**src/rtl/alu_pkg.sv**
```systemverilog
// Shared types for the pipelined ALU: opcode encoding, flag bundle and carry-update decode.
// Shift support follows the ALU_PIPE_SHIFT_EN macro.
package alu_pkg;

  typedef enum logic [2:0] {
    OP_ADD = 3'b000,
    OP_SUB = 3'b001,
    OP_AND = 3'b010,
    OP_OR  = 3'b011,
    OP_XOR = 3'b100,
    OP_SHL = 3'b101,
    OP_SHR = 3'b110,
    OP_ADC = 3'b111
  } alu_op_e;

  typedef struct packed {
    logic cout;
    logic zero;
    logic neg;
    logic ovf;
  } alu_flags_t;

  // Shifts only own the carry register when the shifter exists.
  function automatic logic updates_carry(alu_op_e op);
    case (op)
      OP_ADD, OP_SUB, OP_ADC: return 1'b1;
`ifdef ALU_PIPE_SHIFT_EN
      OP_SHL, OP_SHR:         return 1'b1;
`endif
      default:                return 1'b0;
    endcase
  endfunction

endpackage

```
**src/rtl/alu_pipe_core.sv**
```systemverilog
// Combinational ALU datapath: result, flags and carry-write enable from one operand set.
// The barrel shifter is present only when ALU_PIPE_SHIFT_EN is defined.
module alu_pipe_core
  import alu_pkg::*;
#(
  parameter int WIDTH = 8,
  parameter int SHW   = $clog2(WIDTH)
) (
  input  logic [WIDTH-1:0] a_i,
  input  logic [WIDTH-1:0] b_i,
  input  alu_op_e          sel_i,
  input  logic             carry_i,
  output logic [WIDTH-1:0] result_o,
  output alu_flags_t       flags_o,
  output logic             carry_we_o
);

  logic [WIDTH:0] add_b;
  logic           add_cin;
  logic [WIDTH:0] sum;
  logic [WIDTH-1:0] res;
  logic           res_cout;
  logic           res_ovf;

  // SUB reuses the adder as a + ~b + 1, so sum[WIDTH] reads as "no borrow".
  always_comb begin
    add_b   = {1'b0, b_i};
    add_cin = 1'b0;
    if (sel_i == OP_SUB) begin
      add_b   = {1'b0, ~b_i};
      add_cin = 1'b1;
    end else if (sel_i == OP_ADC) begin
      add_cin = carry_i;
    end
  end

  assign sum = {1'b0, a_i} + add_b + {{WIDTH{1'b0}}, add_cin};

`ifdef ALU_PIPE_SHIFT_EN
  logic [SHW-1:0] shamt;
  logic [WIDTH:0] shl_w;
  logic [WIDTH:0] shr_w;

  // One guard bit on each side catches the last bit shifted out; it is 0 for a zero shift.
  assign shamt = b_i[SHW-1:0];
  assign shl_w = {1'b0, a_i} << shamt;
  assign shr_w = {a_i, 1'b0} >> shamt;
`else
  logic unused_shamt;
  assign unused_shamt = ^b_i[SHW-1:0];
`endif

  always_comb begin
    res      = '0;
    res_cout = 1'b0;
    res_ovf  = 1'b0;
    case (sel_i)
      OP_ADD, OP_ADC: begin
        res      = sum[WIDTH-1:0];
        res_cout = sum[WIDTH];
        res_ovf  = (a_i[WIDTH-1] == b_i[WIDTH-1]) && (res[WIDTH-1] != a_i[WIDTH-1]);
      end
      OP_SUB: begin
        res      = sum[WIDTH-1:0];
        res_cout = sum[WIDTH];
        res_ovf  = (a_i[WIDTH-1] != b_i[WIDTH-1]) && (res[WIDTH-1] != a_i[WIDTH-1]);
      end
      OP_AND: res = a_i & b_i;
      OP_OR:  res = a_i | b_i;
      OP_XOR: res = a_i ^ b_i;
`ifdef ALU_PIPE_SHIFT_EN
      OP_SHL: begin
        res      = shl_w[WIDTH-1:0];
        res_cout = shl_w[WIDTH];
      end
      OP_SHR: begin
        res      = shr_w[WIDTH:1];
        res_cout = shr_w[0];
      end
`endif
      default: begin
        res      = '0;
        res_cout = 1'b0;
      end
    endcase
  end

  assign result_o     = res;
  assign flags_o.cout = res_cout;
  assign flags_o.zero = ~|res;
  assign flags_o.neg  = res[WIDTH-1];
  assign flags_o.ovf  = res_ovf;
  assign carry_we_o   = updates_carry(sel_i);

endmodule

```
**src/rtl/alu_pipe.sv**
```systemverilog
// Two-stage valid/ready ALU pipeline: stage 1 holds operands, stage 2 holds result and flags.
// SHL/SHR are live only when ALU_PIPE_SHIFT_EN is defined; otherwise they yield zero.
module alu_pipe
  import alu_pkg::*;
#(
  parameter int WIDTH = 8,
  parameter int SHW   = $clog2(WIDTH)
) (
  input  logic             clk,
  input  logic             rst_n,
  input  logic             in_valid,
  output logic             in_ready,
  input  logic [WIDTH-1:0] a,
  input  logic [WIDTH-1:0] b,
  input  logic [2:0]       sel,
  output logic             out_valid,
  input  logic             out_ready,
  output logic [WIDTH-1:0] result,
  output logic             cout,
  output logic             zero,
  output logic             neg,
  output logic             ovf
);

  // Handshake: a beat moves on a side only in a cycle where valid && ready are both high
  // at the rising edge; an offered beat stays held until taken, and a stalled output
  // (out_valid && !out_ready) keeps result and flags frozen. in_ready is combinational.
  logic             s1_valid_q, s1_valid_d;
  logic [WIDTH-1:0] a_q, a_d;
  logic [WIDTH-1:0] b_q, b_d;
  alu_op_e          op_q, op_d;

  logic             s2_valid_q, s2_valid_d;
  logic [WIDTH-1:0] result_q, result_d;
  alu_flags_t       flags_q, flags_d;
  logic             carry_q, carry_d;

  logic             adv1, adv2;
  logic [WIDTH-1:0] core_result;
  alu_flags_t       core_flags;
  logic             core_carry_we;

  assign adv2     = !s2_valid_q || out_ready;
  assign adv1     = !s1_valid_q || adv2;
  assign in_ready = adv1;

  alu_pipe_core #(
    .WIDTH (WIDTH),
    .SHW   (SHW)
  ) u_core (
    .a_i        (a_q),
    .b_i        (b_q),
    .sel_i      (op_q),
    .carry_i    (carry_q),
    .result_o   (core_result),
    .flags_o    (core_flags),
    .carry_we_o (core_carry_we)
  );

  always_comb begin
    s1_valid_d = s1_valid_q;
    a_d        = a_q;
    b_d        = b_q;
    op_d       = op_q;
    if (adv1) begin
      s1_valid_d = in_valid;
      if (in_valid) begin
        a_d  = a;
        b_d  = b;
        op_d = alu_op_e'(sel);
      end
    end
  end

  // The carry register updates in issue order at the 1->2 move, so an ADC right
  // behind a carry producer sees its carry without any forwarding.
  always_comb begin
    s2_valid_d = s2_valid_q;
    result_d   = result_q;
    flags_d    = flags_q;
    carry_d    = carry_q;
    if (adv2) begin
      s2_valid_d = s1_valid_q;
      if (s1_valid_q) begin
        result_d = core_result;
        flags_d  = core_flags;
        if (core_carry_we) begin
          carry_d = core_flags.cout;
        end
      end
    end
  end

  always_ff @(posedge clk or negedge rst_n) begin
    if (!rst_n) begin
      s1_valid_q <= 1'b0;
      a_q        <= '0;
      b_q        <= '0;
      op_q       <= OP_ADD;
      s2_valid_q <= 1'b0;
      result_q   <= '0;
      flags_q    <= '0;
      carry_q    <= 1'b0;
    end else begin
      s1_valid_q <= s1_valid_d;
      a_q        <= a_d;
      b_q        <= b_d;
      op_q       <= op_d;
      s2_valid_q <= s2_valid_d;
      result_q   <= result_d;
      flags_q    <= flags_d;
      carry_q    <= carry_d;
    end
  end

  assign out_valid = s2_valid_q;
  assign result    = result_q;
  assign cout      = flags_q.cout;
  assign zero      = flags_q.zero;
  assign neg       = flags_q.neg;
  assign ovf       = flags_q.ovf;

endmodule
```
**config.mk**
```make
export PLATFORM = sky130hd
export DESIGN_NAME = alu_pipe
export DESIGN_NICKNAME = d
export VERILOG_FILES = /design/src/rtl/alu_pkg.sv /design/src/rtl/alu_pipe_core.sv /design/src/rtl/alu_pipe.sv
export SDC_FILE = /design/constraint.sdc
export NUM_CORES = 1
export LEC_CHECK = 0
export BUFFER_PORTS_ARGS = -buffer_cell sky130_fd_sc_hd__buf_2
export CORE_MARGIN = 10
export CORE_UTILIZATION = 40
export DETAILED_ROUTE_END_ITERATION = 8
export MAX_ROUTING_LAYER = met4
export PLACE_DENSITY_LB_ADDON = 0.15
export SYNTH_ARGS = -nofsm -noshare
export SYNTH_HDL_FRONTEND = slang
export SYNTH_HIERARCHICAL = 1
export SYNTH_SLANG_ARGS = --single-unit
```
**constraint.sdc**
```tcl
create_clock -name clk -period 3.5 [get_ports clk]
set_input_delay 0.7 -clock clk [delete_from_list [all_inputs] [get_ports clk]]
set_output_delay 0.7 -clock clk [all_outputs]
set_load 0.02 [all_outputs]
```
==> results of run 1 <==
worst max path at each step:
stage	start	end	slack [ps]	cells after the start
after floorplan	op_q[1]$_DFFE_PN0P_	zero$_DFFE_PN0P_	130	14
after global placement	op_q[1]$_DFFE_PN0P_	zero$_DFFE_PN0P_	270	12
after detailed placement	op_q[1]$_DFFE_PN0P_	zero$_DFFE_PN0P_	170	12
after CTS	op_q[1]$_DFFE_PN0P_	zero$_DFFE_PN0P_	150	12
after global routing	op_q[1]$_DFFE_PN0P_	zero$_DFFE_PN0P_	8	12
final	op_q[1]$_DFFE_PN0P_	zero$_DFFE_PN0P_	280	12
where the power goes:
group	total (mW)	switching, mW	internal [mW]
clock	0.283	0.131	0.152
combinational	0.771	0.414	0.357
sequential	0.560	0.0686	0.492
total	1.61	0.613	1.00
layout by cell type (no fill, tap or decap), drive strengths merged, types with 3 or more instances in the layout:
cell	synthesis	final
a211oi	5	5
a21oi	7	7
buf	9	40
clkbuf	0	6
dfrtp	34	34
ha	23	23
inv	20	20
mux2	32	32
nand2	11	11
nand2b	4	4
nor2	13	13
o21ai	8	8
o21bai	3	3
xnor2	11	11
xor2	3	3
cell families (layout without fill, tap and decap cells):
kind of cell | after synthesis | in the layout | share of synthesized area [%]
AOI/OAI and AO/OA | 35 | 35 | 10.2
xor gates and xnor gates | 14 | 14 | 5.13
adders and majority gates | 25 | 25 | 13.7
buffers and inverters | 29 | 66 | 6.86
DFF | 34 | 34 | 35.6
muxes | 34 | 34 | 17.5
and+or+nand+nor | 40 | 40 | 11.0
critical path, cell delays in order, from the launching register on:
cell,delay (ps)
sky130_fd_sc_hd__dfrtp_1,490
sky130_fd_sc_hd__nor2_2,60
sky130_fd_sc_hd__and2_1,180
sky130_fd_sc_hd__xnor2_1,140
sky130_fd_sc_hd__fa_1,440
sky130_fd_sc_hd__fa_1,420
sky130_fd_sc_hd__a211oi_1,360
sky130_fd_sc_hd__o21bai_1,160
sky130_fd_sc_hd__a21oi_2,190
sky130_fd_sc_hd__xnor2_1,70
sky130_fd_sc_hd__o21ai_0,240
sky130_fd_sc_hd__nor4_2,90
sky130_fd_sc_hd__mux2_2,270
cell type report:
cell class,instances,share of cell area (%)
Clock buffer,6,3.07
Inverter,20,2.89
Multi-Input combinational cell,148,51.1
Sequential cell,34,31.6
Tap cell,75,3.49
Timing Repair Buffer,40,7.82
state kept, by name (all words and copies together), names as in the netlist:
name / count
zero: 1
s1_valid_q: 1
cout: 1
carry_q: 1
b_q: 8
out_valid: 1
a_q: 8
result: 8
neg: 1
op_q: 3
ovf: 1
routing by layer:
metal | vias up | part of all wire, % | global-route usage (%)
li1 | 802 | - | -
met1 | 742 | 51 | 13.1
met2 | 32 | 43 | 14.7
met3 | 4 | 4.8 | 3.49
met4 | 0 | 0.88 | 2.68
met5 | - | 0 | -
==> results.txt, run 1 <==
----------------------------------------------------
[Outcome]
  Run status ... completed

[Placement]
  DP Cell Count ... 317
  Worst setup slack after placement ... 169 ps
  Standard cell area after detailed placement ... 2610 sq um
  Placer Congestion ... 0.866
  Post-DP HPWL ... 3.68 mm
  Count of port buffers added during placement ... 36

[STA]
  Worst clock skew ... 3.37 ps
  Max-slew headroom at the worst pin ... 49.6%
  Final worst setup slack ... 282 ps
  Time the final worst path needs with I/O delays and setup ... 3220 ps
  Aggregate negative setup slack ... 0 ps
  Unrepaired setup endpoints after global routing ... false
  Pins over their slew limit ... 0
  Peak Freq ... 311 MHz
  Number of endpoints with negative hold slack in the final report ... 0
  Share of the cycle needed by the critical path after routing ... 91.9%
  Worst hold slack ... 492 ps
  Actual slew at the worst max-slew pin ... 756 ps
  Final Setup Violations ... 0

[Synth]
  Share of synthesized flip-flops with an asynchronous set or reset ... 100%
  Yosys reg bits ... 34
  Synthesized netlist cell count ... 211
  Area share of the largest cell type after synthesis ... 35.6%
  Most instantiated flip-flop cell in the synthesis netlist ... sky130_fd_sc_hd__dfrtp_1
  Total of warnings raised by yosys ... 6
  Count of distinct cell types in the synthesized netlist ... 45
  Top cells by area, synth ... sky130_fd_sc_hd__dfrtp_1 (36%), sky130_fd_sc_hd__ha_1 (12%), sky130_fd_sc_hd__mux2_2 (10%)
  Post-synth top cells ... sky130_fd_sc_hd__dfrtp_1 (34), sky130_fd_sc_hd__ha_1 (23), sky130_fd_sc_hd__mux2_2 (22)
  Mapped Area ... 2390 sq um
  Seq/Total Area, Yosys ... 35.6%
  Post-synth EDFFs ... 0
  Mean cell area of the mapped netlist ... 11.3 sq um
  Most common cell in the synthesized netlist ... sky130_fd_sc_hd__dfrtp_1
  Post-Synthesis Net Count ... 259
  Largest area contributor in the synthesized netlist ... sky130_fd_sc_hd__dfrtp_1

[Pwr]
  Pwr Density ... 600 nW/um^2
  Leakage power total ... 1.31 nW
  Worst voltage drop across the vdd grid ... 318 uV
  Total power ... 1.61 mW

[Final layout]
  Area Overhead vs Synth ... 12.6%
  Area of the multi-input gates ... 1370 sq um
  Fin area ... 2690 sq um
  Nets ... 297
  Area occupied by registers ... 851 sq um
  Antenna Diode Count ... 0
  Final Util ... 46.0%
  Number of filler instances in the final layout ... 567
  Share of cells above drive strength 1 ... 36.7%
  Number of cells in the finished layout apart from fillers ... 323

[Global route]
  Global-route congestion overflow total ... 0
  First-pass GRT wire length ... 7.95 mm
  Maximum number of pins on one net before global-route repair ... 35
  Via count of the first global-routing pass ... 1649
  Global Route Usage Sum ... 10.1%
  Initial antenna violation count ... 0

[Route]
  Final wirelength ... 4.53 mm
  Average vias per placed instance ... 4.89
  Via count of the routed design ... 1580
  WL/cell ... 14.0 um
  DRT antenna net count ... 0
  First-iteration detailed-routing DRC count ... 43
  Number of optimization iterations in the first detailed-route pass ... 4
  Number of DRC violations after detailed routing ... 0

[Critical path]
  R2R depth ... 12
  Critical path data required time ... 3660 ps
  Arrival time at the worst endpoint ... 3380 ps
  Crit-path max FO ... 9
  Category of the most critical setup path ... reg -> reg
  Crit. End Element ... flip-flop
  Origin of the critical flop-to-flop path ... op_q[1]$_DFFE_PN0P_
  Capture instance of the worst register-to-register path ... zero$_DFFE_PN0P_
  R2R setup slack ... 280 ps
  Crit start category ... flip-flop

[Clock network]
  # clock sinks ... 34
  CTS root buf ... sky130_fd_sc_hd__clkbuf_8
  Clock network latency to the later pin of the worst-skew pair ... 280 ps
  Maximum number of buffers from clock root to sink ... 2
  Resize count post-CTS ... 0
  Number of clock buffers inserted by TritonCTS ... 5
  H-tree lvl count ... 2
  Cts hold-fix bufs ... 0
  Clock transition time at the flip-flop clock pins of the worst setup and hold paths ... 70 ps
  TritonCTS clock tree ... yes
  Buffer count from post-CTS setup fixing ... 0

[Floorplan]
  DIE AREA ... 9460 sq um
  Vertical die dimension ... 97.3 um
  Initial core utilization ... 40.8%
  Core region area ... 5850 sq um
  Row count ... 28
  Die width ... 97.3 um
  I/O Pins ... 37

[Run]
  Max-cap violation count ... 0

[Hold path]
  Hold Path Class ... in -> async

----------------------------------------------------
No activity file was read; power rests on OpenSTA's default activity.
==> inputs of run 2 (changes only) <==
--- a/config.mk
+++ b/config.mk
@@ -7,10 +7,11 @@
 export LEC_CHECK = 0
 export BUFFER_PORTS_ARGS = -buffer_cell sky130_fd_sc_hd__buf_2
 export CORE_MARGIN = 10
-export CORE_UTILIZATION = 40
+export CORE_UTILIZATION = 50
 export DETAILED_ROUTE_END_ITERATION = 8
 export MAX_ROUTING_LAYER = met4
-export PLACE_DENSITY_LB_ADDON = 0.15
+export PLACE_DENSITY = 0.75
+export SETUP_SLACK_MARGIN = 0.4
 export SYNTH_ARGS = -nofsm -noshare
 export SYNTH_HDL_FRONTEND = slang
 export SYNTH_HIERARCHICAL = 1
==> results.txt, run 2 (synthesized netlist as in run 1, its figures left out) <==
----------------------------------------------------
[Outcome]
  Run status ... completed

[Critical path]
  Crit start category ... flip-flop
  Critical path data required time ... 3680 ps (+20 ps)
  Crit-path max FO ... 5 (-4)
  Crit. End Element ... flip-flop
  Arrival time at the worst endpoint ... 3170 ps (-210 ps)
  Category of the most critical setup path ... reg -> reg

[Floorplan]
  DIE AREA ... 7940 sq um (-16%)
  Row count ... 25 (-11%)
  Core region area ... 4660 sq um (-20%)
  Vertical die dimension ... 89.1 um (-8.4%)
  Die width ... 89.1 um (-8.4%)
  I/O Pins ... 37 (unchanged)
  Initial core utilization ... 51.2% (+10 points)

[Clock network]
  CTS root buf ... sky130_fd_sc_hd__clkbuf_8
  Clock transition time at the flip-flop clock pins of the worst setup and hold paths ... 70 ps (about the same)
  Number of clock buffers inserted by TritonCTS ... 5 (unchanged)
  # clock sinks ... 34 (unchanged)
  Cts hold-fix bufs ... 0 (unchanged)
  Clock network latency to the later pin of the worst-skew pair ... 290 ps (about the same)
  Maximum number of buffers from clock root to sink ... 2 (unchanged)
  TritonCTS clock tree ... yes
  H-tree lvl count ... 2 (unchanged)

[Global route]
  Global Route Usage Sum ... 13.3% (+3.2 points)
  Initial antenna violation count ... 0 (unchanged)
  Busiest layer in global routing ... met2
  Via count of the first global-routing pass ... 1674 (+1.5%)
  Maximum number of pins on one net before global-route repair ... 35 (unchanged)
  Met3 layer usage reported by global route ... 4.01% (+0.53 points)
  Global-route congestion overflow total ... 0 (unchanged)
  Met1 Resource Use GR ... 17.2% (+4.1 points)
  First-pass GRT wire length ... 7.99 mm (+0.53%)
  Met2 capacity usage during global routing ... 18.9% (+4.2 points)

[Route]
  Average vias per placed instance ... 5.25 (+7.4%)
  Number of optimization iterations in the first detailed-route pass ... 4 (unchanged)
  Via count of the routed design ... 1597 (+1.1%)
  Final wirelength ... 4.64 mm (+2.3%)
  Number of DRC violations after detailed routing ... 0 (unchanged)
  DRT antenna net count ... 0 (unchanged)
  WL/cell ... 15.3 um (+8.7%)
  First-iteration detailed-routing DRC count ... 54 (+26%)

[STA]
  Peak Freq ... 335 MHz (+7.7%)
  Time the final worst path needs with I/O delays and setup ... 2990 ps (-231 ps)
  Number of endpoints with negative hold slack in the final report ... 0 (unchanged)
  Share of the cycle needed by the critical path after routing ... 85.3% (-6.6 points)
  Unrepaired setup endpoints after global routing ... false
  Aggregate negative setup slack ... 0 ps (unchanged)
  Final Setup Violations ... 0 (unchanged)
  Pins over their slew limit ... 0 (unchanged)
  Max-slew headroom at the worst pin ... 50.3% (+0.68 points)
  Worst clock skew ... 3.22 ps (-0.154 ps)
  Actual slew at the worst max-slew pin ... 746 ps (-10.2 ps)

[Placement]
  Placer Congestion ... 0.827 (-4.5%)
  Standard cell area after detailed placement ... 2580 sq um (-1.0%)
  Count of port buffers added during placement ... 36 (unchanged)
  Post-DP HPWL ... 3.65 mm (-0.88%)

[Pwr]
  Worst voltage drop across the vdd grid ... 245 uV (-23%)
  Leakage power total ... 1.32 nW (+1.0%)
  Part of the total power dissipated in combinational logic ... 48.4% (+0.6 points)
  Switching part of the total ... 38.9% (+0.93 points)
  Switching power of the nets ... 0.656 mW (+7.0%)
  Power share of the clock group ... 18.0% (+0.5 points)
  Pwr Density ... 618 nW/um^2 (+3.0%)
  Sequential cell fraction of total power ... 33.6% (-1.1 points)
  Internal ... 1.03 mW (+2.8%)
  Total power ... 1.68 mW (+4.4%)

[Run]
  Max-cap violation count ... 0 (unchanged)

[Final layout]
  Nets ... 297 (unchanged)
  Commonest cells after routing, fill and taps aside ... sky130_fd_sc_hd__buf_2 (36), sky130_fd_sc_hd__dfrtp_1 (32), sky130_fd_sc_hd__ha_1 (23)
  Area Overhead vs Synth ... 14.1%
  Most common cell after layout, fill and taps aside ... sky130_fd_sc_hd__buf_2
  Share of cells above drive strength 1 ... 40.8% (+4.1 points)
  Fin area ... 2730 sq um (+1.4%)
  Antenna Diode Count ... 0 (unchanged)

[Hold path]
  Hold Path Class ... in -> async

----------------------------------------------------
## run 2: cell types whose count changed in the layout (fill, tap and decap cells not counted), moves of 2 or more
cell / change
sky130_fd_sc_hd__o311ai_2: +2
sky130_fd_sc_hd__fa_2: +2
sky130_fd_sc_hd__dfrtp_2: +2
sky130_fd_sc_hd__o21ai_1: +2
sky130_fd_sc_hd__dfrtp_1: -2
sky130_fd_sc_hd__o21ai_0: -3
sky130_fd_sc_hd__a211oi_1: -2
sky130_fd_sc_hd__fa_1: -2
## run 2: worst max-delay path, stage by stage, from the launching register on
cell,delay [ps]
sky130_fd_sc_hd__dfrtp_2,440
sky130_fd_sc_hd__buf_4,160
sky130_fd_sc_hd__and3_1,150
sky130_fd_sc_hd__o21a_1,180
sky130_fd_sc_hd__fa_2,370
sky130_fd_sc_hd__fa_2,390
sky130_fd_sc_hd__a211oi_4,280
sky130_fd_sc_hd__nor2_1,90
sky130_fd_sc_hd__o311ai_2,310
sky130_fd_sc_hd__nor2_1,90
sky130_fd_sc_hd__nand2_1,100
sky130_fd_sc_hd__nor4_2,50
sky130_fd_sc_hd__mux2_2,260
## run 2: per-stage QoR
| stage | setup WS [ps] | hold WS [ps] | cells | utilization (%) |
|---|---|---|---|---|
| after floorplan | 403 | 404 | 211 | - |
| after global placement | 394 | 484 | 294 | 55.4 |
| after detailed placement | 167 | 488 | 294 | 55.4 |
| after CTS | 404 | 492 | 302 | 57.8 |
| after global routing | 398 | 531 | 304 | 58.5 |
| final | 513 | 471 | 304 | 58.5 |
## run 2: layer usage
metal	share of wire (%)	wire length [um]
met1	49	2260
met2	43	2010
met3	6.2	288
met4	1.8	83
met5	0	0
## run 2: final cells by class
class                   instances  area [sq um]
flip-flops and latches         34           853
inverters                      20          77.6
fillers                       394          1930
well taps                      54          67.6
clock inverters                 1          5.00
clock buffers                   7          86.3
multi-input cells             148          1420
repair buffers                 40           214
## run 2: path summary, 6_finish.rpt
path	from	end	slack (ps)	cells past startpoint
min in group clk	result[2]$_DFFE_PN0P_	result[2]$_DFFE_PN0P_	500	1
worst max register to register	op_q[1]$_DFFE_PN0P_	zero$_DFFE_PN0P_	510	12
worst max-delay path	op_q[1]$_DFFE_PN0P_	zero$_DFFE_PN0P_	510	12
worst min-delay path	rst_n	s1_valid_q$_DFFE_PN0P_	470	1
max in group asynchronous	rst_n	op_q[1]$_DFFE_PN0P_	2510	1
worst min register to register	result[2]$_DFFE_PN0P_	result[2]$_DFFE_PN0P_	500	1
## run 2: timing repair
item | CTS | global route
cloned | 0 | 0
hold endpoints to repair | 0 | 0
resized for setup | 7 | 5
pin swaps | 0 | 3
setup buffers | 0 | 2
setup endpoints to repair | 1 | 7
## run 2: power groups by stage
stage / clock, mW / combinational, mW / sequential [mW]
global placement: 0 / 0.757 / 0.571
global route: 0.328 / 0.902 / 0.583
floorplan: 0 / 0.544 / 0.632
detailed placement: 0 / 0.774 / 0.575
finish: 0.303 / 0.816 / 0.565
CTS: 0.312 / 0.798 / 0.568
==> inputs of run 3 (changes only) <==
--- a/config.mk
+++ b/config.mk
@@ -10,8 +10,8 @@
 export CORE_UTILIZATION = 50
 export DETAILED_ROUTE_END_ITERATION = 8
 export MAX_ROUTING_LAYER = met4
-export PLACE_DENSITY = 0.75
-export SETUP_SLACK_MARGIN = 0.4
+export PLACE_DENSITY = 0.73
+export SETUP_SLACK_MARGIN = 0.15
 export SYNTH_ARGS = -nofsm -noshare
 export SYNTH_HDL_FRONTEND = slang
 export SYNTH_HIERARCHICAL = 1
==> constraint.sdc (replaced) <==
create_clock -name clk -period 3.3 [get_ports clk]
set_input_delay 0.66 -clock clk [delete_from_list [all_inputs] [get_ports clk]]
set_output_delay 0.66 -clock clk [all_outputs]
set_load 0.02 [all_outputs]
==> results.txt, run 3 (synthesized netlist as in run 1, its figures left out) <==
----------------------------------------------------
[Final layout]
  Antenna Diode Count ... 0 (unchanged)
  Number of filler instances in the final layout ... 409 (+3.8%)
  Area occupied by registers ... 852 sq um (-0.15%)
  Nets ... 300 (+1.0%)
  Share of cells above drive strength 1 ... 39.9% (-0.88 points)
  Area Overhead vs Synth ... 14.1% (about the same)
  Commonest cells after routing, fill and taps aside ... sky130_fd_sc_hd__buf_2 (36), sky130_fd_sc_hd__dfrtp_1 (33), sky130_fd_sc_hd__ha_1 (23)
  Most common cell after layout, fill and taps aside ... sky130_fd_sc_hd__buf_2
  Area of the multi-input gates ... 1400 sq um (-1.3%)

[Route]
  WL/cell ... 14.9 um (-2.4%)
  DRT antenna net count ... 0 (unchanged)
  First-iteration detailed-routing DRC count ... 59 (+9.3%)
  Number of optimization iterations in the first detailed-route pass ... 4 (unchanged)
  Average vias per placed instance ... 5.22 (-0.67%)
  Final wirelength ... 4.57 mm (-1.5%)
  Number of DRC violations after detailed routing ... 0 (unchanged)
  Via count of the routed design ... 1602 (+0.31%)

[Pwr]
  Leakage power total ... 1.33 nW (+0.70%)
  Pwr Density ... 654 nW/um^2 (+5.8%)
  Worst voltage drop across the vdd grid ... 252 uV (+2.5%)
  Total power ... 1.78 mW (+5.7%)

[STA]
  Time the final worst path needs with I/O delays and setup ... 3000 ps (+9.69 ps)
  Aggregate negative setup slack ... 0 ps (unchanged)
  Number of endpoints with negative hold slack in the final report ... 0 (unchanged)
  Unrepaired setup endpoints after global routing ... false
  Worst clock skew ... 3.39 ps (+0.175 ps)
  Final Setup Violations ... 0 (unchanged)
  Pins over their slew limit ... 0 (unchanged)
  Actual slew at the worst max-slew pin ... 740 ps (-6.38 ps)
  Max-slew headroom at the worst pin ... 50.7% (+0.43 points)
  Peak Freq ... 334 MHz (-0.32%)
  Share of the cycle needed by the critical path after routing ... 90.8% (+5.5 points)

[Critical path]
  Crit-path max FO ... 7 (+2)
  Arrival time at the worst endpoint ... 3160 ps (about the same)
  Crit start category ... flip-flop
  Critical path data required time ... 3470 ps (-210 ps)
  Category of the most critical setup path ... reg -> reg
  Crit. End Element ... flip-flop

[Global route]
  Initial antenna violation count ... 0 (unchanged)
  First-pass GRT wire length ... 7.94 mm (-0.61%)
  Global Route Usage Sum ... 13.0% (-0.28 points)
  Global-route congestion overflow total ... 0 (unchanged)
  Maximum number of pins on one net before global-route repair ... 35 (unchanged)
  Via count of the first global-routing pass ... 1735 (+3.6%)
  Met2 capacity usage during global routing ... 19.9% (+1.1 points)
  Met1 Resource Use GR ... 16.0% (-1.2 points)
  Met3 layer usage reported by global route ... 2.83% (-1.2 points)
  Busiest layer in global routing ... met2

[Floorplan]
  Core region area ... 4660 sq um (unchanged)
  DIE AREA ... 7940 sq um (unchanged)
  Vertical die dimension ... 89.1 um (unchanged)
  I/O Pins ... 37 (unchanged)
  Initial core utilization ... 51.2% (unchanged)
  Die width ... 89.1 um (unchanged)
  Row count ... 25 (unchanged)

[Hold path]
  Hold Path Class ... in -> async

[Clock network]
  TritonCTS clock tree ... yes
  Number of clock buffers inserted by TritonCTS ... 5 (unchanged)
  CTS root buf ... sky130_fd_sc_hd__clkbuf_8
  Cts hold-fix bufs ... 0 (unchanged)
  Clock network latency to the later pin of the worst-skew pair ... 280 ps (about the same)
  Maximum number of buffers from clock root to sink ... 2 (unchanged)
  Clock transition time at the flip-flop clock pins of the worst setup and hold paths ... 70 ps (about the same)
  H-tree lvl count ... 2 (unchanged)
  # clock sinks ... 34 (unchanged)

[Outcome]
  Run status ... completed

[Placement]
  Count of port buffers added during placement ... 36 (unchanged)
  Placer Congestion ... 0.842 (+1.8%)
  Post-DP HPWL ... 3.56 mm (-2.6%)

[Run]
  Max-cap violation count ... 0 (unchanged)

----------------------------------------------------
-- run 3: path summary, 6_finish.rpt --
check                                      start               endpoint  slack (ps)  depth (start not counted)
max                          op_q[2]$_DFFE_PN0P_       zero$_DFFE_PN0P_         300                         12
min                                        rst_n  out_valid$_DFFE_PN0P_         440                          1
max reg2reg                  op_q[2]$_DFFE_PN0P_       zero$_DFFE_PN0P_         300                         12
min reg2reg                result[4]$_DFFE_PN0P_  result[4]$_DFFE_PN0P_         500                          1
max in group asynchronous                  rst_n    op_q[2]$_DFFE_PN0P_        2350                          1
min in group clk           result[4]$_DFFE_PN0P_  result[4]$_DFFE_PN0P_         500                          1
-- run 3: critical path, cell delays in order, from the launching register on --
cell	delay, ps
sky130_fd_sc_hd__dfrtp_2	450
sky130_fd_sc_hd__nor2_4	170
sky130_fd_sc_hd__and2_4	200
sky130_fd_sc_hd__xnor2_1	90
sky130_fd_sc_hd__fa_2	400
sky130_fd_sc_hd__fa_2	390
sky130_fd_sc_hd__a211oi_4	250
sky130_fd_sc_hd__nor2_1	80
sky130_fd_sc_hd__o311ai_1	340
sky130_fd_sc_hd__nor2_1	90
sky130_fd_sc_hd__nand2_1	90
sky130_fd_sc_hd__nor4_2	40
sky130_fd_sc_hd__mux2_2	280
-- run 3: layout make-up --
class | count | area share, %
flip-flops and latches | 34 | 31.3
well taps | 54 | 2.48
inverters | 20 | 2.85
clock buffers | 7 | 3.17
clock inverters | 1 | 0.184
repair buffers | 43 | 8.54
multi-input cells | 148 | 51.5
-- run 3: through the flow --
stage / hold WS [ps] / cell area (sq um) / setup slack [ps] / utilization [%] / instances
after floorplan: 364 / 2410 / 169 / - / 211
after global placement: 482 / 2600 / 172 / 55.8 / 297
after detailed placement: 488 / 2600 / 70.9 / 55.8 / 297
after CTS: 467 / 2690 / 166 / 57.8 / 305
after global routing: 504 / 2730 / 135 / 58.5 / 307
final: 436 / 2730 / 304 / 58.5 / 307
-- run 3: what timing repair did --
action,CTS,global route
setup buffers,0,2
pin swaps,0,2
setup endpoints to repair,1,7
resized for setup,2,5
-- run 3: report_power, final --
| group | switching [mW] | internal, mW | leakage, nW |
|---|---|---|---|
| clock network | 0.143 | 0.168 | 0.0482 |
| registers | 0.0716 | 0.522 | 0.408 |
| logic | 0.466 | 0.411 | 0.876 |
| total | 0.680 | 1.10 | 1.33 |
-- run 3: layer usage --
metal,up-vias,part of all wire (%)
met2,33,46
met4,0,1.8
met3,6,4.4
met5,-,0
met1,758,48
li1,805,-
